<file path="config.mk">
export PLATFORM = sky130hd
export DESIGN_NAME = seq_shift_add_mult_flat
export DESIGN_NICKNAME = d
export VERILOG_FILES = /design/src/rtl/seq_shift_add_mult_if.sv /design/src/rtl/seq_shift_add_mult.sv /design/src/flat_wrapper.sv
export SDC_FILE = /design/constraint.sdc
export NUM_CORES = 1
export LEC_CHECK = 0
export CAP_MARGIN = 10
export CORE_ASPECT_RATIO = 0.75
export CORE_MARGIN = 8
export CORE_UTILIZATION = 30
export CTS_CLUSTER_DIAMETER = 80
export DETAILED_ROUTE_END_ITERATION = 12
export HOLD_SLACK_MARGIN = 0.12
export PLACE_DENSITY = 0.56
export SLEW_MARGIN = 10
export SYNTH_ARGS = -nofsm -noshare
export SYNTH_HDL_FRONTEND = slang
export SYNTH_SLANG_ARGS = --single-unit
</file>
<file path="constraint.sdc">
create_clock -name clk -period 4.75 [get_ports clk]
set_clock_uncertainty 0.15 [all_clocks]
set_input_delay 0.95 -clock clk [delete_from_list [all_inputs] [get_ports clk]]
set_output_delay 0.95 -clock clk [all_outputs]
set_load 0.03 [all_outputs]
</file>
<file path="src/rtl/seq_shift_add_mult_if.sv">
// Request/result bundle for the iterative shift-add multiplier.
// The master issues operands with start; the slave (multiplier) returns busy/done/product_out.
interface seq_shift_add_mult_if #(
  parameter int WIDTH = 32
);
  logic                 start;
  logic                 signed_in;
  logic [WIDTH-1:0]     a_in;
  logic [WIDTH-1:0]     b_in;
  logic                 busy;
  logic                 done;
  logic [2*WIDTH-1:0]   product_out;

  modport master (
    output start, signed_in, a_in, b_in,
    input  busy, done, product_out
  );

  modport slave (
    input  start, signed_in, a_in, b_in,
    output busy, done, product_out
  );
endinterface

</file>
<file path="src/rtl/seq_shift_add_mult.sv">
// Iterative shift-add multiplier: one multiplier bit per clock on operand magnitudes,
// sign applied once at the end. Optional early exit when remaining multiplier bits are zero.
module seq_shift_add_mult #(
  parameter int WIDTH      = 32,
  parameter bit EARLY_TERM = 1'b1
) (
  input  logic                 clk,
  input  logic                 reset_n,
  seq_shift_add_mult_if.slave  bus
);
  localparam int PW = 2 * WIDTH;
  localparam int CW = $clog2(WIDTH);

  typedef enum logic [1:0] {
    S_IDLE = 2'd0,
    S_CALC = 2'd1,
    S_FIN  = 2'd2
  } state_t;

  state_t           state_q, state_d;
  logic [PW-1:0]    mcand_q;
  logic [PW-1:0]    acc_q;
  logic [PW-1:0]    product_q;
  logic [WIDTH-1:0] mplier_q;
  logic [CW-1:0]    cnt_q;
  logic             neg_q;
  logic             done_q;

  logic [WIDTH-1:0] a_mag;
  logic [WIDTH-1:0] b_mag;
  logic             last_iter;

  // |-2^(WIDTH-1)| wraps back to 2^(WIDTH-1), which is the correct unsigned magnitude.
  assign a_mag = (bus.signed_in && bus.a_in[WIDTH-1]) ? -bus.a_in : bus.a_in;
  assign b_mag = (bus.signed_in && bus.b_in[WIDTH-1]) ? -bus.b_in : bus.b_in;

  assign last_iter = (cnt_q == CW'(WIDTH - 1)) ||
                     (EARLY_TERM && ((mplier_q >> 1) == '0));

  always_comb begin
    // NOTE: every always_comb output gets a default first so no path can infer a latch.
    state_d = state_q;
    case (state_q)
      S_IDLE:  if (bus.start) state_d = S_CALC;
      S_CALC:  if (last_iter) state_d = S_FIN;
      S_FIN:   state_d = S_IDLE;
      default: state_d = S_IDLE;
    endcase
  end

  always_ff @(posedge clk or negedge reset_n) begin
    if (!reset_n) begin
      state_q <= S_IDLE;
    end else begin
      // NOTE: sequential state uses non-blocking assignments so all flops update from pre-edge values.
      state_q <= state_d;
    end
  end

  always_ff @(posedge clk or negedge reset_n) begin
    if (!reset_n) begin
      // NOTE: datapath registers are reset too, so an aborted operation leaves no stale product behind.
      mcand_q   <= '0;
      acc_q     <= '0;
      product_q <= '0;
      mplier_q  <= '0;
      cnt_q     <= '0;
      neg_q     <= 1'b0;
      done_q    <= 1'b0;
    end else begin
      done_q <= 1'b0;
      case (state_q)
        S_IDLE: begin
          if (bus.start) begin
            mcand_q  <= {{WIDTH{1'b0}}, a_mag};
            mplier_q <= b_mag;
            acc_q    <= '0;
            cnt_q    <= '0;
            neg_q    <= bus.signed_in & (bus.a_in[WIDTH-1] ^ bus.b_in[WIDTH-1]);
          end
        end
        S_CALC: begin
          if (mplier_q[0]) acc_q <= acc_q + mcand_q;
          mcand_q  <= mcand_q << 1;
          mplier_q <= mplier_q >> 1;
          cnt_q    <= cnt_q + CW'(1);
        end
        S_FIN: begin
          product_q <= neg_q ? -acc_q : acc_q;
          done_q    <= 1'b1;
        end
        default: ;
      endcase
    end
  end

  assign bus.busy        = (state_q == S_CALC) || (state_q == S_FIN);
  assign bus.done        = done_q;
  assign bus.product_out = product_q;
endmodule

</file>
<file path="src/flat_wrapper.sv">
// flat-port wrapper written by rule: the top's interface ports become plain ports
module seq_shift_add_mult_flat 
#(
  parameter int WIDTH      = 32,
  parameter bit EARLY_TERM = 1'b1
)
  (clk, reset_n, bus_start, bus_signed_in, bus_a_in, bus_b_in, bus_busy, bus_done, bus_product_out);
  seq_shift_add_mult_if #(.WIDTH(WIDTH)) bus_i ();
  input  logic clk;
  input  logic reset_n;
  input wire logic [$bits(bus_i.start)-1:0] bus_start;
  input wire logic [$bits(bus_i.signed_in)-1:0] bus_signed_in;
  input wire logic [$bits(bus_i.a_in)-1:0] bus_a_in;
  input wire logic [$bits(bus_i.b_in)-1:0] bus_b_in;
  output wire logic [$bits(bus_i.busy)-1:0] bus_busy;
  output wire logic [$bits(bus_i.done)-1:0] bus_done;
  output wire logic [$bits(bus_i.product_out)-1:0] bus_product_out;
  assign bus_i.start = bus_start;
  assign bus_i.signed_in = bus_signed_in;
  assign bus_i.a_in = bus_a_in;
  assign bus_i.b_in = bus_b_in;
  assign bus_busy = bus_i.busy;
  assign bus_done = bus_i.done;
  assign bus_product_out = bus_i.product_out;
  seq_shift_add_mult #(.WIDTH(WIDTH), .EARLY_TERM(EARLY_TERM)) u_core (.clk(clk), .reset_n(reset_n), .bus(bus_i));
endmodule
</file>
### Word level (Yosys, flattened, before mapping)

Cells that the tools add are included.

* flip-flop bits (word level): 233
* input port bits: 68
* output and inout bits: 66
* logic and storage cells: 48

* add/sub/neg operators: 5
* equality and inequality tests: 6
* mux-type cells: 16
* bitwise operators: 2
* reductions and logical operators: 11

Operators by type and width (count)
* two-way mux 64 bit: 4
* case mux 64 bit (2 select lines): 2
* two-way mux 32 bit: 3
* adder 64 bit: 1
* negator 32 bit: 2
* negator 64 bit: 1
* case mux 32 bit (2 select lines): 1
* zero test 32 bit: 1
* case mux 5 bit (2 select lines): 1
* AND reduction 2 bit: 3
* adder 5 x 1 -> 5 bit (second input constant): 1
* == test 5 bit (second input constant): 1
* two-way mux 5 bit: 1
* two-way mux 2 bit: 2
* != test 2 x 1 -> 1 bit (second input constant): 2
* case mux 2 bit (2 select lines): 1
* AND reduction 3 bit: 1
* == test 2 x 1 -> 1 bit (second input constant): 1
* == test 2 bit (second input constant): 1
* logical AND 1 bit: 2
* zero test 2 bit: 1
* logical OR 1 bit: 2
* != test 2 bit (second input constant): 1
* nonzero test 2 bit: 1
* other kinds (3): 3

### Logic depth before layout (Yosys ltp)

* word-level depth: 4
* gate-level depth with buffers: 12

### Worst setup path before layout

Ideal clock, no wire load.

* path type: input to register
* start: input port bus_b_in[8]
* end: register u_core.mplier_q[28]
* setup time: 0.119 ns
* data arrival time: 3.327 ns
* required time: 4.481 ns
* slack: 1.155 ns
* stages on the path: 9
* buffers on the path: 0
* cells stage by stage: or4_1 or3_1 or3_1 o41ai_2 o21ai_0 a21oi_1 xor2_1 o21ai_0 o21a_1

* longest elaborated chain between the ends: 4

Ends and longest elaborated chain
* from (decl): line flat_wrapper.sv:14 `input wire logic [$bits(bus_i.b_in)-1:0] bus_b_in;`
* negator 32 bit: line seq_shift_add_mult.sv:35 `assign b_mag = (bus.signed_in && bus.b_in[WIDTH-1]) ? -bus.b_in : bus.b_in;`
* two-way mux 32 bit: line seq_shift_add_mult.sv:35
* two-way mux 32 bit: line seq_shift_add_mult.sv:74 `if (bus.start) begin`
* case mux 32 bit (2 select lines): line seq_shift_add_mult.sv:72 `case (state_q)`
* to (signal assigned): line seq_shift_add_mult.sv:76 `mplier_q <= b_mag;`
* to (signal assigned): line seq_shift_add_mult.sv:85 `mplier_q <= mplier_q >> 1;`
* to (decl): line seq_shift_add_mult.sv:24 `logic [WIDTH-1:0] mplier_q;`

No other way between the ends. The select of a mux whose other input is x is not followed.
A chain may end at the register's enable or synchronous reset.

### Worst setup path in the final report

* start: register u_core.acc_q[4]
* end: register u_core.product_q[61] (netlist: u_core.bus.product_out[61])

* longest elaborated chain between the ends: 2

Ends and longest elaborated chain
* from (decl): line seq_shift_add_mult.sv:22 `logic [PW-1:0] acc_q;`
* from (signal assigned): line seq_shift_add_mult.sv:83 `if (mplier_q[0]) acc_q <= acc_q + mcand_q;`
* negator 64 bit: line seq_shift_add_mult.sv:89 `product_q <= neg_q ? -acc_q : acc_q;`
* two-way mux 64 bit: line seq_shift_add_mult.sv:89
* to (signal assigned): line seq_shift_add_mult.sv:89
* to (decl): line seq_shift_add_mult.sv:23 `logic [PW-1:0] product_q;`

No other way between the ends.

==> results.cfg <==
[status]
outcome = finished, final reports clean

[clock_network]
cts_resized = 0
root_buffer = clkbuf_16
tritoncts = yes
clock_path_buffers = 3
insertion_delay_ns = 0.57
numCtsBuffers = 30
cts.sinks = 233
path_clk_slew_ns = 0.06
ctsHoldBuffers = 0
h-tree-depth = 1
post_cts_buffers = 0

[synth]
ys_warn_count = 0
syn_avg_cell_area_um2 = 8.34
synth_edf_count = 0
synth_seq_area_share_pct = 38.0
synth_seq_cells = 233
ys_async_sr_fraction_pct = 100
synth_fp_nets = 1979
ys_types = 66
synth_area_mm2 = 0.0153
syn_inst = 1839
synth_ff_type = dfrtp_1

[layout]
final_nets = 2076
syn_to_final_growth_pct = 20.5
stdcell_area_mm2 = 0.0185
drive_above_1_share_pct = 5.26
num-fill-cells = 5152
final_cell_mix = 239 x a21oi_1, 232 x dfrtp_1, 229 x nand2_1, 199 x o21ai_0, 182 x nor2_1
fin_util_pct = 36.8
final_common_cell = a21oi_1
num_antenna_cells = 0

[setup_path]
cp_max_fo = 8
reg2reg_depth = 9
critPathCaptureType = flop
reg2reg_from = u_core.acc_q[4]$_DFFE_PN0P_
worst-setup-path-type = flop to flop
r2r_setup_slack_ns = 0.92
worstSetupStartpoint = u_core.acc_q[4]$_DFFE_PN0P_
cp.required_ns = 5.01
worst-endpoint-arrival_ns = 4.09
r2r_end = u_core.bus.product_out[61]$_DFFE_PN0P_
crit_end = u_core.bus.product_out[61]$_DFFE_PN0P_
start_kind = flop

[route]
drt_iter0_drc = 1034
drc_errors = 0
routed_wl_um = 46200
ant_nets = 0
vias = 13846
viasPerCell = 5.29
first_pass_iters = 5
drt-wirelength-per-cell_um = 17.7

[job]
cap_violations = 0

[sta]
fin_crit_sh_pct = 80.7
tns_ns = 0
worst_pin_slew_ns = 1.09
hold_viol = 0
grt_setup_unrepaired = false
max_freq_mhz = 261
slew_headroom_pct = 27.0
maxSlewViolCount = 0
setup_violations = 0
period_needed_ns = 3.83

[place]
place_congestion = 0.900
io_buffers = 133
placed_cell_area_mm2 = 0.0174
hpwl_um = 34800

[pwr]
p_total_mw = 11.7
power.leakage_nw = 7.90
ir_drop_uv = 399
power_density_mw_per_mm2 = 631

[global_route]
grt_max_degree = 102
grt_pass1_vias = 13252
antenna_found_initial = 1
grt_use_total_pct = 15.3
grt_pass1_wl_um = 74800
grt-ovfl-total = 0

[min_path]
hp-class = primary input to async pin

[floorplan]
initial_utilization_pct = 30.5
num_io_pins = 134
dieArea_mm2 = 0.0587
die_w_um = 277
die_h_um = 212
coreArea_mm2 = 0.0503
rows = 71
==> metal layers <==
layer | up-vias | wire (um) | GRT usage (%)
met2 | 309 | 18800 | 22.2
met1 | 6647 | 24600 | 23.7
li1 | 6848 | - | -
met5 | - | 13 | 0
met3 | 40 | 2210 | 2.64
met4 | 2 | 576 | 2.40
==> cell families after synthesis <==
logic type               synth area share [%]
AO/OA/AOI/OAI                            25.0
AND/OR/NAND/NOR                          17.7
flip-flops                               38.0
XOR/XNOR                                 9.65
buffers and inverters                    3.06
adder cells (fa/ha/maj)                  5.93
multiplexers                            0.596
==> sequential cells by signal, indices dropped and copies added (netlist names) <==
| register | cells |
|---|---|
| u_core.bus.product_out | 64 |
| u_core.mcand_q | 64 |
| u_core.neg_q | 1 |
| u_core.cnt_q | 5 |
| u_core.state_q | 2 |
| u_core.acc_q | 64 |
| u_core.bus.done | 1 |
| u_core.mplier_q | 32 |
==> metrics by stage <==
| step | worst slack [ns] | hold slack, ns | std cells |
|---|---|---|---|
| floorplan | 1.15 | 0.309 | 1839 |
| global placement | 0.582 | 0.334 | 2561 |
| detailed placement | 0.548 | 0.349 | 2561 |
| CTS | 0.912 | 0.268 | 2617 |
| global route | 0.643 | 0.269 | 2617 |
| finish | 0.915 | 0.226 | 2617 |
==> synthesized netlist by cell type, types with 3 or more instances <==
master	count	area share, %
nor2b_1	10	0.41
nor2_1	183	4.5
o21ai_0	200	6.5
o41ai_1	15	0.86
nand3_1	22	0.72
ha_1	71	5.8
or2_2	4	0.16
nand4_1	23	0.94
mux2i_1	8	0.52
o21bai_1	14	0.69
or4_1	10	0.49
dfrtp_1	233	38
xor2_1	113	6.5
nand2_1	229	5.6
a221oi_1	4	0.23
a31o_2	5	0.29
o22ai_1	3	0.12
and2_1	8	0.33
xnor2_1	56	3.2
nor4_1	18	0.73
a21o_1	30	1.5
a22o_1	36	2.1
or3_1	24	0.98
buf_1	5	0.12
a31oi_1	14	0.57
nand3b_1	3	0.15
inv_1	31	0.76
nand2b_1	10	0.41
o31ai_1	31	1.5
nor3_1	21	0.69
a21oi_1	239	7.8
a211oi_1	3	0.15
clkbuf_1	86	2.1
o221ai_1	4	0.23
o211ai_1	3	0.15
a21boi_0	6	0.29
and3_1	13	0.53
o21a_1	9	0.44
a221o_1	5	0.33
==> report_power, final <==
part,switching (mW),total (mW),internal (mW)
sequential,0.692,3.38,2.69
combinational,3.65,5.79,2.13
clock,0.918,2.49,1.57
total,5.26,11.7,6.39
==> worst max-delay path, stage by stage, from the launching register on <==
cell	delay [ns]
dfrtp_1	0.47
nor4_1	0.65
nand3_1	0.27
or3_1	0.55
nand3b_4	0.26
or3_4	0.43
or3_4	0.38
o41ai_2	0.25
xor2_1	0.18
a21oi_1	0.08
==> area by class of cell <==
class	count	area (um2)	share of cell area (%)
repair buffers	157	1530	8.27
clock inverters	13	205	1.11
flip-flops and latches	233	5830	31.6
inverters	31	116	0.630
multi-input cells	1483	9080	49.2
well taps	657	822	4.45
clock buffers	43	891	4.82
==> how the worst min path moves through the flow <==
| stage | depth (start not counted) | to | from |
|---|---|---|---|
| after floorplan | 1 | u_core.cnt_q[2]$_DFFE_PN0P_ | u_core.cnt_q[2]$_DFFE_PN0P_ |
| after global placement | 1 | u_core.cnt_q[2]$_DFFE_PN0P_ | u_core.cnt_q[2]$_DFFE_PN0P_ |
| after detailed placement | 2 | u_core.mplier_q[6]$_DFFE_PN0P_ | u_core.mplier_q[6]$_DFFE_PN0P_ |
| after CTS | 1 | u_core.bus.product_out[16]$_DFFE_PN0P_ | reset_n |
| after global routing | 1 | u_core.bus.product_out[16]$_DFFE_PN0P_ | reset_n |
| final | 1 | u_core.bus.product_out[16]$_DFFE_PN0P_ | reset_n |
(Power assumes the default switching activity.)
==> variant 1, RTL diff (config.mk and constraints unchanged) <==
`WIDTH` is set to 32 in 3 places; all go to 16.
--- a/src/rtl/seq_shift_add_mult_if.sv
+++ b/src/rtl/seq_shift_add_mult_if.sv
@@ -2,5 +2,5 @@
 // The master issues operands with start; the slave (multiplier) returns busy/done/product_out.
 interface seq_shift_add_mult_if #(
-  parameter int WIDTH = 32
+  parameter int WIDTH = 16
 );
   logic                 start;
--- a/src/rtl/seq_shift_add_mult.sv
+++ b/src/rtl/seq_shift_add_mult.sv
@@ -2,5 +2,5 @@
 // sign applied once at the end. Optional early exit when remaining multiplier bits are zero.
 module seq_shift_add_mult #(
-  parameter int WIDTH      = 32,
+  parameter int WIDTH      = 16,
   parameter bit EARLY_TERM = 1'b1
 ) (
--- a/src/flat_wrapper.sv
+++ b/src/flat_wrapper.sv
@@ -2,5 +2,5 @@
 module seq_shift_add_mult_flat 
 #(
-  parameter int WIDTH      = 32,
+  parameter int WIDTH      = 16,
   parameter bit EARLY_TERM = 1'b1
 )
Interface: changed (resized bus_a_in, bus_b_in and bus_product_out); port bits go from 134 to 70. The function was not compared with the original's and may differ.
==> variant 1 against the unedited design <==
Cell count fell by 52%; final area down 51%; setup slack improved by 530 ps; routed wire length is 60% lower; area after synthesis decreased by 52%; sequential cell count shrank 113; power fell by 49%; sequential share of layout area grew 1.8 points; largest power group unchanged.
==> variant 1: results (changes against the unedited design) <==
Synth top area share=40.74% (was 38.03%); worst vdd ir=0.3817 mV (was 0.3992 mV); Data arrival, critical path=3410 ps (was 4090 ps); first-pass GRT wire length=31390 um (was 74840 um); dpl cells=1216 (was 2561); Post-synth ARST share=100.0% (unchanged); CTS clk-pin slew, worst paths=60 ps (about the same); Crit path largest cell delay=440 ps (was 650 ps); CP max FO=6 (was 8); vias in the first global route=5994 (was 13250); postcts setup bufs=0 (unchanged); Synth area leaders=dfrtp_1, a21oi_1, ha_1 (was dfrtp_1, a21oi_1, o21ai_0); Slowest-stage cell, CP=dfrtp_1 (was nor4_1); GP Congestion=0.8046 (was 0.9004); antenna cells=0 (unchanged); clk root buf=clkbuf_16 (unchanged); CP startpoint=u_core.acc_q[1]$_DFFE_PN0P_ (was u_core.acc_q[4]$_DFFE_PN0P_); met3 WL post-DR=1168 um (was 2207 um); nets=979 (was 2076); Synth top cells by count=dfrtp_1, a21oi_1, nand2_1 (was a21oi_1, dfrtp_1, nand2_1); sequential area share after synthesis=40.74% (was 38.03%); DP HPWL=13770 um (was 34780 um); synthesized netlist net count=922 (was 1979); worst-case clock buffer depth=2 (was 3); met2 wire len=7169 um (was 18780 um); worst-margin pin slew=1086 ps (was 1091 ps); layout cells sized above 1=5.998% (was 5.255%); all-layer global routing usage=12.97% (was 15.30%); Area after DPL=8412 sq um (was 17380 sq um); worst hold path class=register to register (was primary input to asynchronous set/reset pin); largest net degree at the start of global routing=64 (was 102); worst hold path startpoint=u_core.cnt_q[2]$_DFFE_PN0P_; Leak=3.910 nW (was 7.905 nW); Met1 Wirelength=10140 um (was 24630 um); first drt pass iteration count=5 (unchanged); initial antenna violation count=0 (was 1); WL final=18650 um (was 46210 um); # resized after CTS=0 (unchanged); DR top layer=met4 (was met5); IO Port Bufs=69 (was 133); Synth Flop Type=dfrtp_1 (unchanged); Ys Warns=0 (unchanged); Mapped Cells=847 (was 1839); Place WS=1389 ps (was 548.5 ps); clk_lat worst skew=420 ps (was 570 ps); status=completed (unchanged); Via density=4.979 (was 5.291); htree depth=4 (was 1); library cells used by synthesis=55 (was 66); DRT iter0 DRCs=381 (was 1034); TritonCTS Buffers=17 (was 30); WL/cell=14.94 um (was 17.66 um)
[variant 1: cells by family after synthesis]
family          Yosys count  share of synthesized area, %
compound gates          299                         24.16
xor+xnor                 76                         9.031
fa+ha+maj                39                         6.722
buf+inv                  52                         2.648
flops                   120                         40.74
mux                       4                        0.5602
simple gates            257                         16.14
[variant 1: cell type report]
class | instances | area [sq um]
clock buffers | 20 | 466.7
inverters | 15 | 56.30
well taps | 331 | 414.1
clock inverters | 12 | 113.9
multi-input cells | 675 | 4193
flip-flops and latches | 120 | 3003
fillers | 2492 | 15040
repair buffers | 75 | 745.7
[variant 1: worst paths after layout]
check / slack, ps / end / cells past startpoint
setup / recovery: 1450 / u_core.acc_q[21]$_DFFE_PN0P_ / 10
hold / removal: 350 / u_core.cnt_q[2]$_DFFE_PN0P_ / 1
setup reg to reg: 1450 / u_core.acc_q[21]$_DFFE_PN0P_ / 10
hold reg to reg: 350 / u_core.cnt_q[2]$_DFFE_PN0P_ / 1
max in group asynchronous: 3120 / u_core.acc_q[20]$_DFFE_PN0P_ / 2
min in group asynchronous: 480 / u_core.state_q[0]$_DFFE_PN0P_ / 1
[variant 1: report_power, final]
part           internal [mW]  switching [mW]  total [mW]
combinational           1.14            1.74        2.88
clock                  0.767           0.496        1.26
sequential              1.40           0.387        1.79
[variant 1: critical path, delay by kind of cell, from the launching register on]
family | cells | cell delay, ps
AO/OA/AOI/OAI | 7 | 1840
flip-flops | 1 | 440
adder cells (fa/ha/maj) | 1 | 340
AND/OR/NAND/NOR | 1 | 190
XOR/XNOR | 1 | 170
[variant 1: metal layers]
metal	up-vias	GRT usage [%]
met4	0	3.415
met3	15	3.134
met1	2867	19.31
met5	-	0
met2	163	18.30
li1	3169	-
==> variant 2, RTL diff (config.mk and constraints unchanged) <==
Without the edit above. Encoding of `state_t`: now one-hot (3 bits for 3 states).
--- a/src/rtl/seq_shift_add_mult.sv
+++ b/src/rtl/seq_shift_add_mult.sv
@@ -12,8 +12,8 @@
   localparam int CW = $clog2(WIDTH);
 
-  typedef enum logic [1:0] {
-    S_IDLE = 2'd0,
-    S_CALC = 2'd1,
-    S_FIN  = 2'd2
+  typedef enum logic [2:0] {
+    S_IDLE = 3'b001,
+    S_CALC = 3'b010,
+    S_FIN  = 3'b100
   } state_t;
 
Formal check against the unedited RTL: no difference found for any inputs over 4 cycles, from zero or initial values and one cycle with reset_n low; so few cycles prove little.
==> variant 2 against the unedited design <==
Setup slack worse by 180 ps; area after synthesis down 1.3%; sequential cell count rose by 1; critical path depth up 2; routed wire length down 2.7%; sequential power is 4% lower; fmax down 4.5%; power down 7.8%; final area decreased by 2.9%; core utilization is 0.86 points lower.
==> variant 2: results (changes against the unedited design) <==
Synth top cells by count=o21ai_0, dfrtp_1, nand2_1 (was a21oi_1, dfrtp_1, nand2_1); status=completed (unchanged); number of fill cells=5090 (was 5152); clk pwr=2.18 mW (was 2.49 mW); Synth area leaders=dfrtp_1, o21ai_0, xor2_1 (was dfrtp_1, a21oi_1, o21ai_0); clk_lat worst skew=550 ps (was 570 ps); worst-case reg-to-reg path depth=11 (was 9); DR vias=13460 (was 13850); internal power=5.847 mW (was 6.394 mW); Met1 Wirelength=22940 um (was 24630 um); Slowest-stage cell, CP=or4_4 (was nor4_1); # clk buffers=41 (was 43); DRT iter0 DRCs=960 (was 1034); number of non-clock buffers=147 (was 157); inverter count=23 (was 31); XOR/XNOR Fraction of Synth Area=10.31% (was 9.655%); worst vdd ir=0.3005 mV (was 0.3992 mV); Worst slew margin=24.83% (was 26.98%); WL final=44980 um (was 46210 um); sequential area share after synthesis=38.72% (was 38.03%); Crit path largest cell delay=570 ps (was 650 ps); GP Congestion=0.8984 (was 0.9004); Leak=7.733 nW (was 7.905 nW); Setup crit end=u_core.bus.product_out[52]$_DFFE_PN0P_ (was u_core.bus.product_out[61]$_DFFE_PN0P_); area occupied by multi-input gates=8783 sq um (was 9085 sq um); met3 WL post-DR=3146 um (was 2207 um); first-pass GRT wire length=71910 um (was 74840 um); multi-input logic cell count=1378 (was 1483); CP max FO=7 (was 8); R2R Path Start=u_core.acc_q[12]$_DFFE_PN0P_ (was u_core.acc_q[4]$_DFFE_PN0P_)
==> variant 2: changes by cell type after synthesis, sizes merged, moves of 8 or more <==
| cell | before | now |
|---|---|---|
| a21oi | 239 | 99 |
| a22oi | 0 | 58 |
| clkbuf | 86 | 110 |
| inv | 31 | 23 |
| nand2 | 229 | 193 |
| nand3 | 22 | 81 |
| nor2 | 183 | 75 |
| nor3 | 21 | 29 |
| o21ai | 202 | 266 |
| or4 | 10 | 18 |
==> variant 2: through the flow <==
step	std cells	power (mW)	setup slack (ps)	hold WS [ps]	cell area, sq um
after global routing	2489	11.49	527.5	288.7	17950
after global placement	2439	8.480	803.1	315.2	17030
final	2489	10.75	734.8	235.5	17950
after detailed placement	2439	8.573	742.3	321.9	17030
after CTS	2488	10.81	763.1	269.9	17950
after floorplan	1752	6.640	1251	299.4	15130
